### config.mk
export PLATFORM = sky130hd
export DESIGN_NAME = mem_arbiter
export DESIGN_NICKNAME = d
export VERILOG_FILES = /design/src/rtl/mem_arbiter.sv
export SDC_FILE = /design/constraint.sdc
export NUM_CORES = 1
export LEC_CHECK = 0
export CAP_MARGIN = 40
export CORE_UTILIZATION = 45
export DETAILED_ROUTE_END_ITERATION = 10
export DONT_BUFFER_PORTS = 1
export SYNTH_ARGS = -nofsm -noshare
export SYNTH_HDL_FRONTEND = slang
export SYNTH_SLANG_ARGS = --single-unit
### constraint.sdc
create_clock -name clk -period 4.4 [get_ports clk]
set_clock_uncertainty 0.1 [all_clocks]
set_input_delay 0.88 -clock clk [delete_from_list [all_inputs] [get_ports clk]]
set_output_delay 0.88 -clock clk [all_outputs]
set_load 0.02 [all_outputs]
### src/rtl/mem_arbiter.sv
// Two-master round-robin arbiter for a single-port memory with a registered IDLE/WAIT_ACK/DONE FSM.
// Optional WAIT_ACK timeout is enabled by defining MEM_ARB_TIMEOUT_EN.
module mem_arbiter #(
    parameter int ADDR_W  = 10,
    parameter int DATA_W  = 32,
    parameter int TIMEOUT = 255
) (
    input  logic              clk,
    input  logic              reset,
    input  logic              m0_req,
    input  logic              m1_req,
    input  logic              m0_we,
    input  logic              m1_we,
    input  logic [ADDR_W-1:0] m0_addr,
    input  logic [ADDR_W-1:0] m1_addr,
    input  logic [DATA_W-1:0] m0_di,
    input  logic [DATA_W-1:0] m1_di,
    output logic [DATA_W-1:0] m0_do,
    output logic [DATA_W-1:0] m1_do,
    output logic              m0_ack,
    output logic              m1_ack,
    output logic              m0_err,
    output logic              m1_err,
    output logic              mem_en,
    output logic              mem_we,
    output logic [ADDR_W-1:0] mem_addr,
    output logic [DATA_W-1:0] mem_di,
    input  logic [DATA_W-1:0] mem_do,
    input  logic              mem_do_ack,
    output logic              busy,
    output logic              grant,
    output logic [1:0]        dbg_state_o
);
    // Handshake: a master holds mN_req until its one-cycle mN_ack; mem_do_ack is a
    // completion strobe from memory and is only honoured while in WAIT_ACK.
    typedef enum logic [1:0] {
        S_IDLE = 2'd0,
        S_WAIT = 2'd1,
        S_DONE = 2'd2
    } state_t;

    state_t              state_q;
    logic                last_grant_q;
    logic                grant_q, busy_q;
    logic                mem_en_q, mem_we_q;
    logic [ADDR_W-1:0]   mem_addr_q;
    logic [DATA_W-1:0]   mem_di_q;
    logic [DATA_W-1:0]   m0_do_q, m1_do_q;
    logic                m0_ack_q, m1_ack_q;
    logic                win_d, tmo_d, done_d, err_d;
    logic [DATA_W-1:0]   rdata_d;

    // On a tie the master that did not own the last transaction wins.
    assign win_d = (m0_req && m1_req) ? ~last_grant_q : m1_req;

`ifdef MEM_ARB_TIMEOUT_EN
    logic [7:0] cnt_q;
    logic       m0_err_q, m1_err_q;
    assign tmo_d  = (cnt_q == 8'(TIMEOUT - 1));
    assign m0_err = m0_err_q;
    assign m1_err = m1_err_q;
`else
    logic [7:0] unused_timeout;
    assign unused_timeout = 8'(TIMEOUT);
    assign tmo_d  = 1'b0;
    assign m0_err = 1'b0;
    assign m1_err = 1'b0;
`endif

    // A real memory ack beats a simultaneous timeout.
    assign done_d  = mem_do_ack || tmo_d;
    assign err_d   = !mem_do_ack && tmo_d;
    assign rdata_d = mem_do_ack ? mem_do : '0;

    always_ff @(posedge clk or posedge reset) begin
        if (reset) begin
            state_q      <= S_IDLE;
            last_grant_q <= 1'b1;
            grant_q      <= 1'b0;
            busy_q       <= 1'b0;
            mem_en_q     <= 1'b0;
            mem_we_q     <= 1'b0;
            mem_addr_q   <= '0;
            mem_di_q     <= '0;
            m0_do_q      <= '0;
            m1_do_q      <= '0;
            m0_ack_q     <= 1'b0;
            m1_ack_q     <= 1'b0;
`ifdef MEM_ARB_TIMEOUT_EN
            cnt_q        <= '0;
            m0_err_q     <= 1'b0;
            m1_err_q     <= 1'b0;
`endif
        end else begin
            case (state_q)
                S_IDLE: begin
                    if (m0_req || m1_req) begin
                        grant_q    <= win_d;
                        mem_en_q   <= 1'b1;
                        mem_we_q   <= win_d ? m1_we : m0_we;
                        mem_addr_q <= win_d ? m1_addr : m0_addr;
                        mem_di_q   <= win_d ? m1_di : m0_di;
                        busy_q     <= 1'b1;
`ifdef MEM_ARB_TIMEOUT_EN
                        cnt_q      <= '0;
`endif
                        state_q    <= S_WAIT;
                    end
                end
                S_WAIT: begin
                    if (done_d) begin
                        if (grant_q) begin
                            m1_do_q  <= rdata_d;
                            m1_ack_q <= 1'b1;
`ifdef MEM_ARB_TIMEOUT_EN
                            m1_err_q <= err_d;
`endif
                        end else begin
                            m0_do_q  <= rdata_d;
                            m0_ack_q <= 1'b1;
`ifdef MEM_ARB_TIMEOUT_EN
                            m0_err_q <= err_d;
`endif
                        end
                        mem_en_q     <= 1'b0;
                        mem_we_q     <= 1'b0;
                        mem_addr_q   <= '0;
                        busy_q       <= 1'b0;
                        last_grant_q <= grant_q;
                        state_q      <= S_DONE;
                    end
`ifdef MEM_ARB_TIMEOUT_EN
                    else begin
                        cnt_q <= cnt_q + 8'd1;
                    end
`endif
                end
                S_DONE: begin
                    m0_ack_q <= 1'b0;
                    m1_ack_q <= 1'b0;
                    state_q  <= S_IDLE;
                end
                default: state_q <= S_IDLE;
            endcase
        end
    end

`ifndef MEM_ARB_TIMEOUT_EN
    logic unused_err;
    assign unused_err = err_d;
`endif

    assign m0_do       = m0_do_q;
    assign m1_do       = m1_do_q;
    assign m0_ack      = m0_ack_q;
    assign m1_ack      = m1_ack_q;
    assign mem_en      = mem_en_q;
    assign mem_we      = mem_we_q;
    assign mem_addr    = mem_addr_q;
    assign mem_di      = mem_di_q;
    assign busy        = busy_q;
    assign grant       = grant_q;
    assign dbg_state_o = state_q;
endmodule
**Yosys cells after proc, flatten, opt, wreduce, memory -nomap -nowiden**

Cells that the tools add are included.

- Register bits after elaboration: 114
- Bits of input ports: 123
- Output and inout port bits: 116
- Word-level logic and storage cells: 53

- Eq/ne operators: 6
- Multiplexer cells: 21
- Bitwise operators: 2
- Reductions and logical operators: 13

Operators by type and width:

| operator | count |
|---|---|
| 2-to-1 mux 32 bit | 1 |
| 2-to-1 mux 10 bit | 3 |
| case mux 10 bit (2 select lines) | 1 |
| AND reduction 3 bit | 5 |
| 2-to-1 mux 1 bit | 9 |
| != test 2 bit (second input constant) | 4 |
| case mux 1 bit (2 select lines) | 4 |
| AND reduction 2 bit | 3 |
| 2-to-1 mux 2 bit | 2 |
| case mux 2 bit (2 select lines) | 1 |
| nonzero test 2 bit | 2 |
| == test 2 x 1 -> 1 bit (second input constant) | 1 |
| == test 2 bit (second input constant) | 1 |
| zero test 2 bit | 1 |
| inverter 1 bit | 2 |
| logical AND 1 bit | 1 |
| logical OR 1 bit | 1 |

**Depth between registers and ports, before layout**

- Depth in word-level cells: 5
- Mapped depth: 5
- Mapped depth without buffers: 4

**Worst setup path after synthesis**

OpenSTA, ideal clock, no wires.

- Kind: in2reg
- Start point: input m1_req
- End point: register mem_di_q[0], in the netlist mem_di[0]
- Library setup time: 0.125 ns
- Data arrival time: 1.917 ns
- Required time: 4.175 ns
- Slack: 2.258 ns
- Stages: 4
- Buffers on the path: 1
- Cells stage by stage: a21boi_4 > buf_6 > mux2_2 > mux2_2

- Word-level cells in the longest chain between the ends: 3
- Elaborated cells between the ends (all ways): 5
- Those cells by class: 2 x mux; 3 x reduce/logical

RTL lines:

| item | line | RTL |
|---|---|---|
| start, declared | 11 | `input logic m1_req,` |
| logical AND 1 bit | 54 | `assign win_d = (m0_req && m1_req) ? ~last_grant_q : m1_req;` |
| 2-to-1 mux 1 bit | 54 |  |
| 2-to-1 mux 32 bit | 102 | `mem_di_q <= win_d ? m1_di : m0_di;` |
| end signal, assigned | 102 |  |
| end, declared | 47 | `logic [DATA_W-1:0] mem_di_q;` |

Several ways; a longest one is shown, not always the timed one.
A chain may end at the register's enable or synchronous reset.

**Worst setup path in the final report**

- Start point: register state_q[0], in the netlist dbg_state_o[0]
- End point: output dbg_state_o[0]

RTL lines:

| item | line | RTL |
|---|---|---|
| start, declared | 42 | `state_t state_q;` |
| start signal, assigned | 77 | `state_q <= S_IDLE;` |
| start signal, assigned | 107 | `state_q <= S_WAIT;` |
| start signal, assigned | 130 | `state_q <= S_DONE;` |
| end, declared | 32 | `output logic [1:0] dbg_state_o` |

No word-level cell between the ends.

==> impl_metrics.yaml <==
floorplanning:
  rows: 37
  core_um2: 10370
  die_y_um: 105.6
  io_pins: 239
  die_w_um: 105.6
  initial_core_util_pct: 46.56
  die_area_um2: 11150
grt:
  globalRouteTotalUtil_pct: 18.05
  grt_overflow: 0
  antenna_found_initial: 0
  grt_pass1_vias: 2698
  grt_max_degree: 65
  grt_pass1_wl_um: 14820
placed_design:
  dp_hpwl_um: 6804
  port_buffers: 0
  dp.cells: 432
  globalplace.congestion: 0.7454
synth:
  synth.most_common_cell: "mux2_2"
  synth_top_area_share_pct: 58.56
  ys.flop_type: "dfrtp_1"
  synth_area_leaders: "dfrtp_1 59%, mux2_2 29%, mux2i_1 2.3%"
  synth.distinct_cells: 27
  synth_area_leader_cell: "dfrtp_1"
  yosysWarnings: 0
  ys_top_cells_by_count: "124 x mux2_2, 113 x dfrtp_1, 11 x mux2i_1, 11 x o2bb2ai_1, 9 x buf_4"
  syn_inst: 306
  ys_ff_latch: 114
  synth_area_per_cell_um2: 15.78
  synth-edff-count: 0
  synth_seq_area_share_pct: 59.11
  syn_area_um2: 4828
  synthArstFlopShare_pct: 100.0
timing:
  tns_ns: 0
  finalHoldViolations: 0
  setup_viol: 0
  fin_crit_sh_pct: 47.67
  worst_pin_slew_ns: 0.7942
  max_freq_mhz: 476.7
  slew_headroom_pct: 47.05
  drv_slew: 0
  rsz0062_at_grt: "false"
  min_period_ns: 2.098
power_and_ir_drop:
  p_per_area_nw_per_um2: 892.1
  ir_drop_uv: 421.3
  p_int_w: 0.003012
  switching_share_pct: 38.47
  pwr-share-comb_pct: 19.7
  power.share.clock_pct: 25.7
  switching_power_w: 0.001883
  power.leakage_nw: 2.371
  seqPwrFrac_pct: 54.6
clock_network:
  cts-buffers-inserted: 17
  clock_sinks: 114
  postCtsSetupRepairBufs: 0
  postCtsResizedCells: 0
  path_clk_slew_ns: 0.05
  hold_buffers: 0
  cts.path.max_buffers: 2
  clk_latency_ns: 0.50
  root_buffer: "clkbuf_8"
  tritoncts: "yes"
  htree_levels: 4
setup_path:
  required_ns: 3.42
  endpoint_kind: "output pin"
  cp-start-kind: "flop"
  path_max_fanout: 7
  worstSetupPathType: "reg -> out"
  cp_data_arrival_time_ns: 1.12
run_status:
  status: "completed"
final_layout:
  nNetsFinal: 438
  final_cells: 462
  diodes: 0
  syn_to_final_growth_pct: 13.66
  drive_above_1_share_pct: 50.92
routing:
  drtIter0Drc: 95
  dr.pass1.iters: 3
  postRouteAntennaNets: 0
  remaining_drc_errors: 0
  via_count: 2560
  wirelength_um: 9702
  wl_per_cell_um: 21.00
  viasPerCell: 5.541
hold_path:
  hp-class: "in -> async"
job:
  cap_violations: 0
-- power groups by stage --
stage / Clock (W) / Combinational [W] / Sequential (W)
CTS: 0.00129 / 0.000985 / 0.00269
global placement: 0 / 0.000914 / 0.00270
global route: 0.00134 / 0.00105 / 0.00274
finish: 0.00126 / 0.000965 / 0.00267
detailed placement: 0 / 0.000981 / 0.00269
floorplan: 0 / 0.000883 / 0.00253
-- final timing paths --
| path | endpoint | cells after the start | startpoint | slack (ns) |
|---|---|---|---|---|
| max | dbg_state_o[0] | 0 | dbg_state_o[0]$_DFFE_PP0P_ | 2.30 |
| min | mem_di[20]$_DFFE_PP0P_ | 1 | reset | 0.31 |
| max reg2reg | mem_di[23]$_DFFE_PP0P_ | 4 | last_grant_q$_DFFE_PP1P_ | 2.41 |
| min reg2reg | last_grant_q$_DFFE_PP1P_ | 2 | last_grant_q$_DFFE_PP1P_ | 0.43 |
| max in group asynchronous | m1_do[1]$_DFFE_PP0P_ | 2 | reset | 2.97 |
| min in group clk | dbg_state_o[0]$_DFFE_PP0P_ | 1 | mem_do_ack | 0.40 |
-- layout make-up --
| type | instances | area [µm²] |
|---|---|---|
| Multi-Input combinational cell | 172 | 1803 |
| Sequential cell | 114 | 2854 |
| Timing Repair Buffer | 7 | 92.59 |
| Tap cell | 136 | 170.2 |
| Fill cell | 854 | 4882 |
| Clock buffer | 25 | 504.2 |
| Clock inverter | 5 | 50.05 |
| Inverter | 3 | 13.76 |
-- layer usage --
| layer | up-vias | share of wire (%) | track usage, % | routed length [µm] |
|---|---|---|---|---|
| met3 | 8 | 11 | 10.08 | 1112 |
| met4 | 0 | 0.98 | 7.044 | 95 |
| met5 | - | 0 | 0 | 0 |
| met1 | 1286 | 37 | 19.56 | 3580 |
| li1 | 1119 | - | - | - |
| met2 | 147 | 51 | 29.37 | 4914 |
-- sequential cells by signal, summed over array words and instances (netlist names) --
signal        flops
m0_do            32
dbg_state_o       2
m1_do            32
mem_en            1
m1_ack            1
mem_addr         10
grant             1
m0_ack            1
last_grant_q      1
mem_di           32
mem_we            1
-- placed cells by master, fill, tap and decap left out, types with 2 or more instances in the layout --
cell / Yosys / layout
mux2_2: 124 / 124
dfrtp_1: 113 / 113
clkbuf_16: 0 / 16
mux2i_1: 11 / 11
o2bb2ai_1: 11 / 11
clkbuf_8: 0 / 7
buf_4: 9 / 5
mux2_1: 4 / 4
nand2_1: 4 / 4
clkinv_2: 0 / 4
nor2_1: 3 / 3
o21ai_0: 2 / 2
nand2b_1: 2 / 2
conb_1: 1 / 2
clkbuf_1: 1 / 2
buf_16: 0 / 2
-- kinds of logic (layout without fill, tap and decap cells) --
logic type,count (synthesis),after routing,synth area share [%]
other,1,2,0.07767
AO/OA/AOI/OAI,18,18,3.265
flip-flops,114,114,59.11
multiplexers,139,139,32.13
AND/OR/NAND/NOR,13,13,1.788
buffers and inverters,21,40,3.628
-- through the flow --
step           hold slack [ns]  worst slack, ns  cell area, µm²  util, %  total power [W]
3_3_place_gp            0.4263            1.735            4878    47.04         0.003612
4_1_cts                 0.3264            2.275            5488    52.92         0.004961
2_1_floorplan           0.4000           0.4059            4832        -         0.003413
6_report                0.3067            2.302            5488    52.92         0.004896
5_1_grt                 0.3490            2.235            5488    52.92         0.005140
3_5_place_dp            0.4185            1.874            4933    47.57         0.003674
No activity file was read; power rests on OpenSTA's default activity.
